## src/rtl/csa_resolver_if.sv

```systemverilog
// Handshake bundle between a carry-save producer and the resolver/consumer pair.
// The master drives the input pair and output acceptance; the slave is the resolver.
interface csa_resolver_if #(
    parameter int unsigned WIDTH = 32
);
    logic             in_valid;
    logic             in_ready;
    logic [WIDTH-1:0] in_sum;
    logic [WIDTH-1:0] in_carry;
    logic             out_valid;
    logic             out_ready;
    logic [WIDTH-1:0] out_result;
    logic             out_cout;

    modport master (
        output in_valid, in_sum, in_carry, out_ready,
        input  in_ready, out_valid, out_result, out_cout
    );

    modport slave (
        input  in_valid, in_sum, in_carry, out_ready,
        output in_ready, out_valid, out_result, out_cout
    );
endinterface

```

## src/rtl/csa_resolver.sv

```systemverilog
// Multi-cycle carry-propagate adder turning a carry-save pair into a binary word,
// resolving CHUNK bits per cycle with valid/ready handshakes on both sides.
module csa_resolver #(
    parameter int unsigned WIDTH = 32,
    parameter int unsigned CHUNK = 8
) (
    input  logic              clk,
    input  logic              rst,
    csa_resolver_if.slave     bus
);
    localparam int unsigned N     = WIDTH / CHUNK;
    localparam int unsigned IDX_W = (N > 1) ? $clog2(N) : 1;

    localparam logic [1:0] ST_IDLE = 2'd0;
    localparam logic [1:0] ST_RUN  = 2'd1;
    localparam logic [1:0] ST_DONE = 2'd2;

    logic [1:0]       state_q, state_d;
    logic [IDX_W-1:0] idx_q, idx_d;
    logic             carry_q, carry_d;
    logic [WIDTH-1:0] sum_q, sum_d;
    logic [WIDTH-1:0] cv_q, cv_d;
    logic [WIDTH-1:0] res_q, res_d;
    logic [WIDTH-1:0] out_result_q, out_result_d;
    logic             out_cout_q, out_cout_d;
    logic             out_valid_q, out_valid_d;
    logic             in_ready_q, in_ready_d;

    logic [CHUNK-1:0] chunk_s;
    logic [CHUNK-1:0] chunk_c;
    logic [CHUNK:0]   chunk_add;
    logic             last_chunk;

    // Select the operand chunk addressed by the current index
    always_comb begin
        chunk_s = '0;
        chunk_c = '0;
        for (int unsigned k = 0; k < N; k++) begin
            if (idx_q == IDX_W'(k)) begin
                chunk_s = sum_q[k*CHUNK +: CHUNK];
                chunk_c = cv_q[k*CHUNK +: CHUNK];
            end
        end
        chunk_add  = (CHUNK+1)'(chunk_s) + (CHUNK+1)'(chunk_c) + (CHUNK+1)'(carry_q);
        last_chunk = (idx_q == IDX_W'(N - 1));
    end

    always_comb begin
        state_d      = state_q;
        idx_d        = idx_q;
        carry_d      = carry_q;
        sum_d        = sum_q;
        cv_d         = cv_q;
        res_d        = res_q;
        out_result_d = out_result_q;
        out_cout_d   = out_cout_q;
        out_valid_d  = out_valid_q;

        case (state_q)
            ST_IDLE: begin
                if (bus.in_valid && in_ready_q) begin
                    sum_d   = bus.in_sum;
                    cv_d    = bus.in_carry;
                    idx_d   = '0;
                    carry_d = 1'b0;
                    state_d = ST_RUN;
                end
            end
            ST_RUN: begin
                carry_d = chunk_add[CHUNK];
                for (int unsigned k = 0; k < N; k++) begin
                    if (idx_q == IDX_W'(k)) begin
                        res_d[k*CHUNK +: CHUNK] = chunk_add[CHUNK-1:0];
                    end
                end
                if (last_chunk) begin
                    out_result_d = res_d;
                    out_cout_d   = chunk_add[CHUNK];
                    out_valid_d  = 1'b1;
                    state_d      = ST_DONE;
                end else begin
                    idx_d = idx_q + IDX_W'(1);
                end
            end
            ST_DONE: begin
                if (bus.out_ready) begin
                    out_valid_d = 1'b0;
                    state_d     = ST_IDLE;
                end
            end
            default: state_d = ST_IDLE;
        endcase

        in_ready_d = (state_d == ST_IDLE);
    end

    always_ff @(posedge clk) begin
        if (rst) begin
            state_q      <= ST_IDLE;
            idx_q        <= '0;
            carry_q      <= 1'b0;
            sum_q        <= '0;
            cv_q         <= '0;
            res_q        <= '0;
            out_result_q <= '0;
            out_cout_q   <= 1'b0;
            out_valid_q  <= 1'b0;
            in_ready_q   <= 1'b1;
        end else begin
            state_q      <= state_d;
            idx_q        <= idx_d;
            carry_q      <= carry_d;
            sum_q        <= sum_d;
            cv_q         <= cv_d;
            res_q        <= res_d;
            out_result_q <= out_result_d;
            out_cout_q   <= out_cout_d;
            out_valid_q  <= out_valid_d;
            in_ready_q   <= in_ready_d;
        end
    end

    assign bus.in_ready   = in_ready_q;
    assign bus.out_valid  = out_valid_q;
    assign bus.out_result = out_result_q;
    assign bus.out_cout   = out_cout_q;
endmodule

```

## src/flat_wrapper.sv

```systemverilog
// flat-port wrapper written by rule: the top's interface ports become plain ports
module csa_resolver_flat 
#(
    parameter int unsigned WIDTH = 32,
    parameter int unsigned CHUNK = 8
)
  (clk, rst, bus_in_valid, bus_in_sum, bus_in_carry, bus_out_ready, bus_in_ready, bus_out_valid, bus_out_result, bus_out_cout);
  csa_resolver_if #(.WIDTH(WIDTH)) bus_i ();
  input  logic clk;
  input  logic rst;
  input wire logic [$bits(bus_i.in_valid)-1:0] bus_in_valid;
  input wire logic [$bits(bus_i.in_sum)-1:0] bus_in_sum;
  input wire logic [$bits(bus_i.in_carry)-1:0] bus_in_carry;
  input wire logic [$bits(bus_i.out_ready)-1:0] bus_out_ready;
  output wire logic [$bits(bus_i.in_ready)-1:0] bus_in_ready;
  output wire logic [$bits(bus_i.out_valid)-1:0] bus_out_valid;
  output wire logic [$bits(bus_i.out_result)-1:0] bus_out_result;
  output wire logic [$bits(bus_i.out_cout)-1:0] bus_out_cout;
  assign bus_i.in_valid = bus_in_valid;
  assign bus_i.in_sum = bus_in_sum;
  assign bus_i.in_carry = bus_in_carry;
  assign bus_i.out_ready = bus_out_ready;
  assign bus_in_ready = bus_i.in_ready;
  assign bus_out_valid = bus_i.out_valid;
  assign bus_out_result = bus_i.out_result;
  assign bus_out_cout = bus_i.out_cout;
  csa_resolver #(.WIDTH(WIDTH), .CHUNK(CHUNK)) u_core (.clk(clk), .rst(rst), .bus(bus_i));
endmodule
```

## config.mk

```make
export PLATFORM = sky130hd
export DESIGN_NAME = csa_resolver_flat
export DESIGN_NICKNAME = d
export VERILOG_FILES = /design/src/rtl/csa_resolver_if.sv /design/src/rtl/csa_resolver.sv /design/src/flat_wrapper.sv
export SDC_FILE = /design/constraint.sdc
export NUM_CORES = 1
export LEC_CHECK = 0
export BUFFER_PORTS_ARGS = -buffer_cell sky130_fd_sc_hd__buf_2
export CORE_AREA = 8 8 96 141
export CTS_CLUSTER_SIZE = 25
export DETAILED_ROUTE_END_ITERATION = 10
export DIE_AREA = 0 0 104 149
export GPL_TIMING_DRIVEN = 0
export PLACE_DENSITY = 0.71
export SLEW_MARGIN = 0
export SYNTH_ARGS = -nofsm -noshare
export SYNTH_HDL_FRONTEND = slang
export SYNTH_SLANG_ARGS = --single-unit
```

## constraint.sdc

```tcl
create_clock -name clk -period 4.4 [get_ports clk]
set_input_delay 0.44 -clock clk [delete_from_list [all_inputs] [get_ports clk]]
set_output_delay 0.44 -clock clk [all_outputs]
set_load 0.05 [all_outputs]
```

Word level (Yosys, flattened, before mapping). Index checks and enable logic that the tools add are counted.

Add/subtract/negate cells: 3. $mul: 0. Div/mod/pow operators: 0. Magnitude comparators: 0. Eq/ne operators: 9. Shifts and indexed selects: 0. Mux-type cells: 24. Bitwise gates (word level): 0. Reductions and logical operators: 11.

Operators by type and width (count): $mux 8 (12); $mux 2 (5); $add 8x8->9 (1); $add 9x1->9 (1); $eq 2x2->1 const B (3); $logic_not 2->1 (3); $pmux 2 s3 (1); $reduce_and 2->1 (3); $reduce_and 3->1 (2); $eq 2x1->1 const B (2); $ne 2x1->1 const B (2); $ne 2x2->1 const B (2); $pmux 1 s2 (2); $pmux 2 s2 (1); $reduce_bool 2->1 (2); $mux 1 (3); $add 2x1->2 const B (1); $logic_and 1x1->1 (1).

Register bits after elaboration: 136. Latch bits: 0. Memory bits (writable): 0. Memory bits (read-only): 0. Bits of input ports: 68. Output and inout port bits: 35. Memories kept: 0.

Longest topological paths before layout.
Depth after elaboration: 8. Mapped depth: 17. Depth with buffers taken out: 15.

Least setup slack after synthesis. OpenSTA, ideal clock, no wires.

Kind: reg-to-reg. Start: reg u_core.idx_q[1]. End: reg u_core.carry_q. Setup time: 128 ps. Arrival time: 3093 ps. Required time: 4272 ps. Setup slack: 1179 ps. Cell stages (with the launch flop): 18. Buffers on the path: 2. Cells stage by stage: dfxtp_1 > inv_1 > ha_1 > clkbuf_1 > clkbuf_1 > nand2_1 > a21oi_1 > a21oi_1 > nor2_1 > a21oi_1 > fa_1 > inv_1 > fa_1 > a211oi_2 > nor2_1 > or4b_4 > a32oi_1 > nor2_1.

Longest elaborated chain between the ends: 8.

Ends and longest elaborated chain: from (decl) (line csa_resolver.sv:19) `logic [IDX_W-1:0] idx_q, idx_d;`; from (signal assigned) (line csa_resolver.sv:111) `idx_q <= idx_d;`; $logic_not 2->1 (line csa_resolver.sv:39) `if (idx_q == IDX_W'(k)) begin`; $mux 8 (4 in a row) (line csa_resolver.sv:39); $add 8x8->9 (*) (line csa_resolver.sv:44) `chunk_add = (CHUNK+1)'(chunk_s) + (CHUNK+1)'(chunk_c) + (CHUNK+1)'(carry_q);`; $add 9x1->9 (*) (line csa_resolver.sv:44); $pmux 1 s2 (*) (line csa_resolver.sv:59) `case (state_q)`; to (signal assigned) (line csa_resolver.sv:112) `carry_q <= carry_d;`; to (decl) (line csa_resolver.sv:20) `logic carry_q, carry_d;`.

Mark *: on every way between the ends. The rest lies on a longest branch, timed or not. A chain may end at the register's enable or synchronous reset.

Final worst setup path.
Start: reg u_core.idx_q[0]. End: reg u_core.out_result_q[30] (netlist: u_core.bus.out_result[30]).

Longest elaborated chain between the ends: 8.

Ends and longest elaborated chain: $logic_not 2->1 (line csa_resolver.sv:39); $mux 8 (4 in a row) (line csa_resolver.sv:39); $add 8x8->9 (line csa_resolver.sv:44); $add 9x1->9 (line csa_resolver.sv:44); $mux 8 (line csa_resolver.sv:72) `if (idx_q == IDX_W'(k)) begin`; to (signal assigned) (line csa_resolver.sv:116) `out_result_q <= out_result_d;`; to (decl) (line csa_resolver.sv:24) `logic [WIDTH-1:0] out_result_q, out_result_d;`.

Parallel ways exist; a longest one is shown, timed or not.

==> impl_results.md <==
- Outcome: finished, final reports clean
- Clock Sinks: around 130
- WS Path Type: reg2reg
- Setup Buffers After CTS: 0
- Number of port buffers: between 100 and 150
- LEAKAGE: approximately 2.7 nW
- Fin. max-slew vios: 0
- Peak supply drop: about 0.29 mV
- Root Driver: clkbuf_16
- Clock Tree Buf Depth: 2
- Die area: roughly 15000 sq um
- Cells after Synth: 725
- Max cap viols: 0
- Final ANT Viol Nets: 0
- Initial drt markers: ~370
- P per Cell Area: between 400 and 500 nW/um^2
- Initial antenna violation count: 0
- # resized after CTS: 0
- Hold/Removal Path Class: in2reg
- Core area: around 11000 sq um
- Crit. End Element: register
- Seq cells post-synth: around 130
- YS warnings: 0
- Layout area overhead: 24.69%
- Via-to-Cell Ratio: 5.549
- Starting Density: 0.4885
- Setup violators final: 0
- Prevailing post-synth register cell: dfxtp_1
- Final WL: 16890 microns
- WL/cell: around 17 microns
- First-pass GRT wire length: 27070 microns
- RSZ-0062 raised after global routing: false
- Sequential Area: around 2600 sq um
- # DRC: 0
- Mapped Avg Cell Area: between 7 and 8 sq um
- IO Pins: just over 100
- FMAX: between 0.2 and 0.3 GHz
- # H-tree levels: 4
- Largest net degree at the start of global routing: 17
- Via count: about 5600
- Maximum net fanout on the critical path: 10
- Reg2Reg Setup Slack: about 0.41 ns
- FP Rows: 48
- Type of origin of the critical path: register
- Setup TNS: 0 ns
- Fin crit share: 0.9075
- Worst slew margin: 0.4788
- DRT Pass-1 Iters: 6
- Fraction of layout cells with a size suffix above 1: 0.1711
- Cell area after synthesis: 5574 sq um
- Worst-Skew Late Latency: ~0.42 ns
- Crit path DAT: 4.28 ns
- Measured slew at the worst slew-check pin: between 0.7 and 0.8 ns
- Gp weighted congestion: slightly below 0.9
- Fill cells: between 1000 and 1500
- Clock slew at reported path FFs: ~0.060 ns
- Fin nets: around 930
- Area of the multi-input gates: about 2700 sq um
- Register area share after synthesis: 0.4597
- Post-route insts no fill: 1009
- Worst path required time: between 4 and 5 ns
- Syn nets: approximately 800
- Most frequent cells in the layout: nand2_1 (203), dfxtp_1 (128), a21oi_1 (127)
- Aggregate global routing overflow: 0
- Post-synth EDFFs: 0
- Number of diodes: 0
- Most common cell after layout, fill and taps aside: nand2_1
- Num CTS Buffers: 17
- Final hold violations: 0
- CTS tree: yes
- GRT Resource Usage Total: 0.2179
- Height of the die: roughly 150 microns
- Vias in the first global route: 5614
- Die X: 104 microns
- Post-DP HPWL: between 10000 and 15000 microns
- Clk_skew: approximately 0.0069 ns
- Post-Place Cells: between 900 and 1000
- Crit path time final: 3.993 ns
- Hold buffer count at cts: 0
- Cell variety after synth: 34
- FFs w/ async S/R, synth: 0
[report_power, final]
group	internal (mW)	leakage, nW	switching (mW)	total (mW)
Combinational	0.127	1.36	0.247	0.373
Sequential	1.21	1.04	0.0313	1.24
Clock	1.08	0.323	0.530	1.61
Total	2.42	2.72	0.808	3.23
[registers in the layout (all words and copies together) (netlist names)]
name and flops:
u_core.bus.in_ready 1, u_core.bus.out_cout 1, u_core.bus.out_result 32, u_core.bus.out_valid 1, u_core.carry_q 1, u_core.cv_q 32, u_core.idx_q 2, u_core.res_q 24
u_core.state_q 2, u_core.sum_q 32
[cells by family after synthesis]
family                   share of synthesized area
AND/OR/NAND/NOR                             0.2346
AO/OA/AOI/OAI                               0.2112
flip-flops                                  0.4597
buffers and inverters                      0.04714
adder cells (fa/ha/maj)                    0.03187
multiplexers                               0.01077
XOR/XNOR                                  0.004715
[layout make-up]
| type | instances | area share |
|---|---|---|
| tap | 150 | 0.02700 |
| inverter | 6 | 0.003240 |
| buffer | 59 | 0.03456 |
| multi-input combinational | 532 | 0.3955 |
| sequential | 128 | 0.3687 |
| clock buffer | 19 | 0.06373 |
| clock inverter | 13 | 0.03384 |
| timing repair buffer | 102 | 0.07345 |
[cell usage after synthesis (2+ instances only)]
library cell	number	area [sq um]
a211oi_1	11	82.58
a211oi_2	2	25.02
a21oi_1	127	635.6
a31oi_1	12	75.07
and2_1	4	25.02
buf_1	11	41.29
buf_2	9	45.04
buf_4	2	15.01
clkbuf_1	37	138.9
dfxtp_1	128	2562
fa_1	2	40.04
ha_1	11	137.6
inv_1	6	22.52
mux2i_1	6	60.06
nand2_1	203	762.0
nand2b_1	4	25.02
nand3_1	19	95.09
nand3b_1	17	127.6
nor2_1	26	97.59
nor2b_1	4	25.02
nor3_1	2	10.01
nor3b_1	2	15.01
nor4b_1	12	105.1
o211ai_1	9	67.56
o21a_1	3	22.52
o21ai_0	47	235.2
xor2_1	2	17.52
[worst max-delay path, cell delays in order, from the launching register on]
cell      delay (ns)
dfxtp_1         0.41
ha_1            0.17
clkbuf_1        0.33
clkbuf_1        0.58
nand2_1         0.13
a21oi_1         0.19
a21oi_1         0.07
o21ai_0         0.30
ha_1            0.37
nor3b_1         0.18
a221o_1         0.29
a211oi_2        0.56
nand2b_1        0.22
a21oi_1         0.07
[layer usage]
layer | vias to the layer above | global-route usage | wire (microns) | share of wire
li1 | 2719 | - | - | -
met1 | 2578 | 0.2218 | 6480 | 0.38
met2 | 253 | 0.4044 | 8877 | 0.53
met3 | 49 | 0.05061 | 921 | 0.055
met4 | 0 | 0.1164 | 608 | 0.036
met5 | - | 0 | 0 | 0
[per-stage QoR]
step / setup WS [ns] / power (mW) / area (sq um) / utilization / hold WS (ns)
5_1_grt: 0.2121 / 3.323 / 6950 / 0.6091 / 0.2566
2_1_floorplan: 1.179 / 1.503 / 5574 / - / 0.4356
6_report: 0.4069 / 3.226 / 6950 / 0.6091 / 0.2547
3_5_place_dp: 0.5139 / 1.632 / 6272 / 0.5497 / 0.4468
4_1_cts: 0.4927 / 3.221 / 6950 / 0.6091 / 0.2480
3_3_place_gp: 0.5347 / 1.620 / 6272 / 0.5497 / 0.4403
[worst paths after layout]
kind / startpoint / to / depth (start not counted)
setup reg to reg: u_core.idx_q[0] / u_core.bus.out_result[30] / 13
hold / removal: bus_in_sum[14] / u_core.sum_q[14] / 3
hold reg to reg: u_core.bus.out_result[16] / u_core.bus.out_result[16] / 2
setup / recovery: u_core.idx_q[0] / u_core.bus.out_result[30] / 13
Note: power is estimated with default switching activity, not from simulation.
